--- config.mk ---
export PLATFORM = sky130hd
export DESIGN_NAME = alu_exec_flat
export DESIGN_NICKNAME = d
export VERILOG_FILES = /design/src/rtl/alu_exec_if.sv /design/src/rtl/alu_exec.sv /design/src/flat_wrapper.sv
export SDC_FILE = /design/constraint.sdc
export NUM_CORES = 1
export LEC_CHECK = 0
export BUFFER_PORTS_ARGS = -buffer_cell sky130_fd_sc_hd__buf_2
export CELL_PAD_IN_SITES_DETAIL_PLACEMENT = 1
export CELL_PAD_IN_SITES_GLOBAL_PLACEMENT = 1
export CORE_MARGIN = 2
export CORE_UTILIZATION = 40
export CTS_BUF_LIST = sky130_fd_sc_hd__clkbuf_16
export DETAILED_ROUTE_END_ITERATION = 8
export PLACE_DENSITY_LB_ADDON = 0.08
export SLEW_MARGIN = 10
export SYNTH_ARGS = -nofsm -noshare
export SYNTH_HDL_FRONTEND = slang
export SYNTH_SLANG_ARGS = --single-unit
--- constraint.sdc ---
create_clock -name clk -period 2.85 [get_ports clk]
set_input_delay 0.57 -clock clk [delete_from_list [all_inputs] [get_ports clk]]
set_output_delay 0.57 -clock clk [all_outputs]
set_load 0.03 [all_outputs]
--- src/rtl/alu_exec_if.sv ---
// Request/response bundle for alu_exec: operation request in, registered result out,
// each side with its own valid/ready handshake.
interface alu_exec_if #(
   parameter int unsigned WIDTH = 32
);
   logic             in_valid;
   logic             in_ready;
   logic [2:0]       alu_control;
   logic [WIDTH-1:0] src_a;
   logic [WIDTH-1:0] src_b;
   logic             out_valid;
   logic             out_ready;
   logic [WIDTH-1:0] result;
   logic             zero;

   modport master (
      output in_valid, alu_control, src_a, src_b, out_ready,
      input  in_ready, out_valid, result, zero
   );

   modport slave (
      input  in_valid, alu_control, src_a, src_b, out_ready,
      output in_ready, out_valid, result, zero
   );
endinterface

--- src/rtl/alu_exec.sv ---
// Sequenced execute unit: single-cycle add/sub/and/or/slt, iterative one-bit-per-cycle
// shifts, registered result and zero flag behind valid/ready handshakes.
module alu_exec #(
   parameter int unsigned WIDTH   = 32,
   parameter int unsigned SHAMT_W = 5
) (
   input  logic       clk,
   input  logic       reset,
   alu_exec_if.slave  bus
);

   localparam logic [2:0] OpAdd = 3'b000;
   localparam logic [2:0] OpSub = 3'b001;
   localparam logic [2:0] OpAnd = 3'b010;
   localparam logic [2:0] OpOr  = 3'b011;
   localparam logic [2:0] OpSll = 3'b100;
   localparam logic [2:0] OpSlt = 3'b101;
   localparam logic [2:0] OpSrl = 3'b110;
   localparam logic [2:0] OpSra = 3'b111;

   typedef enum logic [1:0] {StIdle, StShift, StDone} state_e;

   state_e               state_q, state_d;
   logic [WIDTH-1:0]     result_q, result_d;
   logic                 zero_q, zero_d;
   logic [WIDTH-1:0]     acc_q, acc_d;
   logic [SHAMT_W-1:0]   count_q, count_d;
   logic [2:0]           op_q, op_d;
   logic [WIDTH-1:0]     shifted;
   logic [SHAMT_W-1:0]   shamt;
   logic                 slt_bit;

   assign shamt   = bus.src_b[SHAMT_W-1:0];
   assign slt_bit = $signed(bus.src_a) < $signed(bus.src_b);

   // One step of the iterative shifter, selected by the latched opcode.
   always_comb begin
      shifted = acc_q << 1;
      case (op_q)
         OpSrl:   shifted = acc_q >> 1;
         OpSra:   shifted = {acc_q[WIDTH-1], acc_q[WIDTH-1:1]};
         default: shifted = acc_q << 1;
      endcase
   end

   always_comb begin
      state_d  = state_q;
      result_d = result_q;
      acc_d    = acc_q;
      count_d  = count_q;
      op_d     = op_q;
      case (state_q)
         StIdle: begin
            if (bus.in_valid) begin
               op_d    = bus.alu_control;
               state_d = StDone;
               case (bus.alu_control)
                  OpAdd: result_d = bus.src_a + bus.src_b;
                  OpSub: result_d = bus.src_a - bus.src_b;
                  OpAnd: result_d = bus.src_a & bus.src_b;
                  OpOr:  result_d = bus.src_a | bus.src_b;
                  OpSlt: result_d = {{(WIDTH-1){1'b0}}, slt_bit};
                  OpSll, OpSrl, OpSra: begin
                     acc_d   = bus.src_a;
                     count_d = shamt;
                     // A zero shift amount completes immediately, like a non-shift op.
                     if (shamt == '0) begin
                        result_d = bus.src_a;
                     end else begin
                        state_d = StShift;
                     end
                  end
                  default: result_d = result_q;
               endcase
            end
         end
         StShift: begin
            acc_d   = shifted;
            count_d = count_q - SHAMT_W'(1);
            if (count_q == SHAMT_W'(1)) begin
               result_d = shifted;
               state_d  = StDone;
            end
         end
         StDone: begin
            if (bus.out_ready) begin
               state_d = StIdle;
            end
         end
         default: state_d = StIdle;
      endcase
      zero_d = (result_d == '0);
   end

   always_ff @(posedge clk or posedge reset) begin
      if (reset) begin
         state_q  <= StIdle;
         result_q <= '0;
         zero_q   <= 1'b1;
         acc_q    <= '0;
         count_q  <= '0;
         op_q     <= OpAdd;
      end else begin
         state_q  <= state_d;
         result_q <= result_d;
         zero_q   <= zero_d;
         acc_q    <= acc_d;
         count_q  <= count_d;
         op_q     <= op_d;
      end
   end

   assign bus.in_ready  = (state_q == StIdle);
   assign bus.out_valid = (state_q == StDone);
   assign bus.result    = result_q;
   assign bus.zero      = zero_q;

endmodule

--- src/flat_wrapper.sv ---
// flat-port wrapper written by rule: the top's interface ports become plain ports
module alu_exec_flat 
#(
   parameter int unsigned WIDTH   = 32,
   parameter int unsigned SHAMT_W = 5
)
  (clk, reset, bus_in_valid, bus_alu_control, bus_src_a, bus_src_b, bus_out_ready, bus_in_ready, bus_out_valid, bus_result, bus_zero);
  alu_exec_if #(.WIDTH(WIDTH)) bus_i ();
  input  logic clk;
  input  logic reset;
  input wire logic [$bits(bus_i.in_valid)-1:0] bus_in_valid;
  input wire logic [$bits(bus_i.alu_control)-1:0] bus_alu_control;
  input wire logic [$bits(bus_i.src_a)-1:0] bus_src_a;
  input wire logic [$bits(bus_i.src_b)-1:0] bus_src_b;
  input wire logic [$bits(bus_i.out_ready)-1:0] bus_out_ready;
  output wire logic [$bits(bus_i.in_ready)-1:0] bus_in_ready;
  output wire logic [$bits(bus_i.out_valid)-1:0] bus_out_valid;
  output wire logic [$bits(bus_i.result)-1:0] bus_result;
  output wire logic [$bits(bus_i.zero)-1:0] bus_zero;
  assign bus_i.in_valid = bus_in_valid;
  assign bus_i.alu_control = bus_alu_control;
  assign bus_i.src_a = bus_src_a;
  assign bus_i.src_b = bus_src_b;
  assign bus_i.out_ready = bus_out_ready;
  assign bus_in_ready = bus_i.in_ready;
  assign bus_out_valid = bus_i.out_valid;
  assign bus_result = bus_i.result;
  assign bus_zero = bus_i.zero;
  alu_exec #(.WIDTH(WIDTH), .SHAMT_W(SHAMT_W)) u_core (.clk(clk), .reset(reset), .bus(bus_i));
endmodule
# Word-level counts from Yosys, hierarchy flattened
# Cells that the tools add are included.
[totals]
out_inout_bits = 35
wordCells = 55
in_bits = 71
ff_bits = 75
[classes]
n_reduce_logical = 9
eq_ne = 16
bitwise = 2
add_sub_neg = 3
magnitude_cmp = 1
muxes = 18
[ops]
columns = ["op", "n"]
rows = [
  ["32-bit case mux with 2 select lines", 3],
  ["32-bit case mux with 6 select lines", 1],
  ["32-bit two-way mux", 5],
  ["32-bit adder", 1],
  ["32-bit AND", 1],
  ["32-bit zero test", 1],
  ["32-bit less-than comparator", 1],
  ["32-bit OR", 1],
  ["32-bit subtractor", 1],
  ["3-bit equality test, second input constant", 6],
  ["2-bit two-way mux", 5],
  ["5-bit two-way mux", 2],
  ["5-bit case mux with 2 select lines", 1],
  ["3-bit by 2-bit equality test with 1-bit output, second input constant", 2],
  ["2-bit case mux with 3 select lines", 1],
  ["3-bit AND reduction", 2],
  ["5-bit by 1-bit equality test with 1-bit output, second input constant", 1],
  ["5-bit zero test", 1],
  ["5-bit by 1-bit subtractor with 5-bit output, second input constant", 1],
  ["2-bit by 1-bit != test with 1-bit output, second input constant", 2],
  ["2-bit != test, second input constant", 2],
  ["3-bit by 1-bit equality test with 1-bit output, second input constant", 1],
  ["3-bit zero test", 1],
  ["3-bit OR reduction", 1],
  ["other kinds (5)", 5],
]

# Longest topological paths before layout
[depth]
ltp_word = 6
ltp_mapped = 15
depth_no_buf = 15

# Worst setup path after synthesis
# Ideal clock, no wire load.
[synth_timing]
path_type = "in2reg"
startpoint = "input bus_src_b[0]"
endpoint = "register u_core.zero_q, in the netlist u_core.bus.zero"
setup_time_ns = 0.090
n_path_buf = 0
t_required_ns = 2.760
slack_ns = -0.448
cell_stages = 13
t_arrival_ns = 3.208
cell_sequence = "ha_1 -> fa_1 -> a21o_1 -> a221oi_2 -> o31a_1 -> o21ai_1 -> a21o_1 -> a2111o_1 -> and3_1 -> a21oi_1 -> o211a_1 -> nand4b_1 -> nor4_2"
[synth_via]
elab_chain_len = 6
elab_cells_between_ends = 11
cone_classes = "add/sub (2); order compare (1); mux (4); bitwise (2); reduce/logical (2)"
[synth_lines]
columns = ["item", "line_no", "rtl"]
rows = [
  ["start, declared", "flat_wrapper.sv:14", "input wire logic [$bits(bus_i.src_b)-1:0] bus_src_b;"],
  ["branches (longest 2 deep; another with 32-bit subtractor)", "-", ""],
  ["32-bit case mux with 6 select lines (*)", "alu_exec.sv:57", "case (bus.alu_control)"],
  ["32-bit two-way mux (*)", "alu_exec.sv:54", "if (bus.in_valid) begin"],
  ["32-bit case mux with 2 select lines (*)", "alu_exec.sv:52", "case (state_q)"],
  ["32-bit zero test (*)", "alu_exec.sv:92", "zero_d = (result_d == '0);"],
  ["via u_core.zero_d", "alu_exec.sv:25", "logic zero_q, zero_d;"],
  ["end signal, assigned", "alu_exec.sv:106", "zero_q <= zero_d;"],
  ["end, declared", "alu_exec.sv:25", ""],
]
# Mark *: on every way through the listed nets, which the timed path passes.
# A chain may end at the register's enable or synchronous reset.

# Final worst setup path
[layout_timing]
startpoint = "input bus_src_a[11]"
endpoint = "register u_core.zero_q, in the netlist u_core.bus.zero"
[layout_via]
elab_chain_len = 5
elab_cells_between_ends = 10
cone_classes = "add/sub (2); order compare (1); mux (4); bitwise (2); reduce/logical (1)"
[layout_lines]
columns = ["item", "line_no", "rtl"]
rows = [
  ["start, declared", "flat_wrapper.sv:13", "input wire logic [$bits(bus_i.src_a)-1:0] bus_src_a;"],
  ["32-bit subtractor, or another cell as far along", "alu_exec.sv:59", "OpSub: result_d = bus.src_a - bus.src_b;"],
  ["32-bit case mux with 6 select lines (*)", "alu_exec.sv:57", ""],
  ["32-bit two-way mux (*)", "alu_exec.sv:54", ""],
  ["32-bit case mux with 2 select lines (*)", "alu_exec.sv:52", ""],
  ["32-bit zero test (*)", "alu_exec.sv:92", ""],
  ["via u_core.zero_d", "alu_exec.sv:25", ""],
]
# Mark *: on every way through the listed nets, which the timed path passes. The rest lies on a longest branch.

==> flow_metrics.py <==
metrics = {
    "synthesis": {
        "synthTopCellsByArea": "dfrtp_1 (18%), ha_1 (12%), a21oi_1 (7.5%), o21ai_0 (6.3%), mux2i_1 (5.6%)",
        "synthesis.area_sq_um": 10200,
        "syn_area_per_cell_sq_um": 7.20,
        "async_flop_share_pct": 100,
        "syn_nets": 1582,
        "synthCells": 1411,
        "synth_edf_count": 0,
        "yosys_warnings": 0,
        "seq_area_frac_synth_pct": 18.5,
        "yosysTopAreaCellShare_pct": 18.2,
        "yosysTopAreaCell": "dfrtp_1",
        "ys_seq_elements": 75,
        "synth_cell_type_count": 86,
        "ys.flop_type": "dfrtp_1",
    },
    "job": {
        "cap_violations": 0,
    },
    "floorplanning": {
        "io_pins": 106,
        "fp.dieW_microns": 163,
        "die_area_sq_um": 26700,
        "placementRows": 58,
        "fp.dieH_microns": 163,
        "core_area_sq_um": 25000,
        "initial_core_util_pct": 40.6,
    },
    "placed_design": {
        "place_inst": 2188,
        "gp_congestion": 1.01,
        "place_ws_ns": -1.12,
        "portBuffers": 105,
        "detailed_place_hpwl_microns": 43900,
    },
    "setup_path": {
        "critPathCaptureType": "flop",
        "r2r_start": "u_core.count_q[1]",
        "cp_slowest_cell": "nor4bb_1",
        "cp_slowest_stage_delay_ns": 0.39,
        "start_kind": "input pin",
        "startpoint": "bus_src_a[11]",
        "path_delay_family": "compound AO/OA/AOI/OAI gates",
        "worstSetupPathType": "input pin to flop",
        "crit_fanout": 7,
        "crit_buf_inv": 5,
        "required_ns": 3.10,
        "cp.arrival_ns": 3.78,
        "path_cells": "buf_2, inv_1, ha_4, buf_4, nand2_1, o21ai_0, buf_4, inv_1, a31oi_1, nor2_1, xnor2_1, a21oi_1, a211oi_1, nor4bb_1, nand4b_1, nor4_2",
    },
    "sta": {
        "hold_viol_final": 0,
        "slew_viol_final": 0,
        "rsz0062_at_grt": "yes",
        "period_needed_ns": 3.53,
        "period_share_pct": 124,
        "final.setup.tns_ns": -2.35,
        "worstMarginPinSlew_ns": 0.626,
        "holdWs_ns": 0.227,
        "finalClockSkew_ns": 0.00890,
        "clock.fmax_ghz": 0.283,
        "max_slew_margin_pct": 58.3,
        "setup_slack_ns": -0.678,
        "setup_viol": 9,
    },
    "final_layout": {
        "antenna_cells": 0,
        "stdcell_count": 2238,
        "synthToLayoutAreaGrowth_pct": 54.5,
        "drive_gt1_share_pct": 39.4,
        "layout_commonest_cell": "buf_4",
        "fill_cells": 3151,
        "nets": 2074,
        "mostFrequentLayoutCells": "buf_4 (450), a21oi_1 (143), nand2_1 (139), o21ai_0 (119), nor2_1 (118)",
    },
    "routing": {
        "viasPerCell": 6.22,
        "ant_nets": 0,
        "vias": 13900,
        "wl_per_cell_microns": 26.2,
        "drt_wl_total_microns": 58600,
        "drc": 0,
        "dr.first_iter.drc_count": 1036,
        "first_pass_iters": 5,
    },
    "pwr": {
        "power.total_mw": 10.1,
        "power.density_nw_per_um2": 645,
        "max-vdd-ir-drop_v": 0.000487,
        "p_leak_nw": 7.56,
    },
    "global_route": {
        "grt_max_degree": 65,
        "antenna_found_initial": 0,
        "grt_overflow": 0,
        "grt_pass1_vias": 14400,
        "grt_pass1_wl_microns": 83400,
        "grtUsageTotal_pct": 41.2,
    },
    "status": {
        "violations": "negative setup slack",
        "status": "finished, violations left",
    },
    "clocking": {
        "cts_tree": "done",
        "path_clk_slew_ns": 0.07,
        "cts_buffers": 9,
        "htreeDepth": 3,
        "clk_path_buf_depth": 2,
        "cts.sinks": 75,
        "cts_root_buf": "clkbuf_16",
        "holdBufCountCts": 0,
        "clk-insertion-delay-late_ns": 0.35,
    },
    "worst_hold_path": {
        "hold_class": "input pin to asynchronous set/reset pin",
    },
}
## registers in the layout, summed over array words and instances, names as in the netlist
register,cells
u_core.state_q,2
u_core.op_q,3
u_core.bus.zero,1
u_core.acc_q,32
u_core.count_q,5
u_core.bus.result,32
## through the flow
stage	cell area [sq um]	util, %
after global routing	15700	62.7
after global placement	14100	56.4
final	15700	62.7
after floorplan	10300	-
after CTS	15000	60.0
after detailed placement	14100	56.4
## kinds of logic (layout without fill, tap and decap cells)
logic type                 count (synthesis)  count (layout)  share of synthesized area (%)
AOI/OAI and AO/OA                        499             499                           31.1
and+or+nand+nor                          446             446                           21.4
buffers and inverters                    199             696                           7.85
xor gates and xnor gates                  30              30                           2.58
DFF                                       75              75                           18.5
muxes                                     62              62                           6.17
adders and majority gates                100             100                           12.5
## synth_stat cells, drive strengths merged, types with 21 or more instances
cell type,count
clkbuf,67
nand2,142
nor3,31
nand3,34
a21oi,153
buf,28
mux2i,57
dfrtp,74
xnor2,26
inv,102
ha,98
a21o,21
o21ai,140
nor2,124
## layer usage
metal / vias up / track usage [%] / wire length (microns)
met2: 745 / 71.7 / 28200
met1: 6800 / 45.6 / 21400
met3: 287 / 4.98 / 3570
met4: 0 / 31.7 / 5460
li1: 6079 / - / -
met5: - / 0 / 0
## final cells by class
cell class / instances / area (sq um) / area share [%]
Clock buffer: 9 / 225 / 1.43
Clock inverter: 7 / 98.8 / 0.630
Inverter: 104 / 417 / 2.65
Multi-Input combinational cell: 1137 / 8340 / 53.1
Sequential cell: 75 / 1880 / 12.0
Tap cell: 330 / 413 / 2.63
Timing Repair Buffer: 576 / 4330 / 27.6
## timing repair
item	in CTS	in global routing
setup buffers	13	31
endpoints found under the setup margin	16	17
gates resized for setup	104	121
pin swaps	33	55
## final timing paths
check	endpoint	slack, ns	cells after the start
hold / removal	u_core.count_q[2]	0.23	2
min in group clk	u_core.acc_q[17]	0.52	2
setup / recovery	u_core.bus.zero	-0.68	16
setup reg to reg	u_core.bus.zero	-0.61	14
max in group asynchronous	u_core.bus.zero	1.90	3
hold reg to reg	u_core.acc_q[17]	0.52	2
## where the power goes
group          total, mW  internal (mW)  switching [mW]  leakage [nW]
logic               6.71           2.71            4.00          6.47
clock network       1.29          0.775           0.519         0.158
registers           2.12           1.56           0.561         0.931
total               10.1           5.05            5.08          7.56
Note: power is estimated with default switching activity, not from simulation.
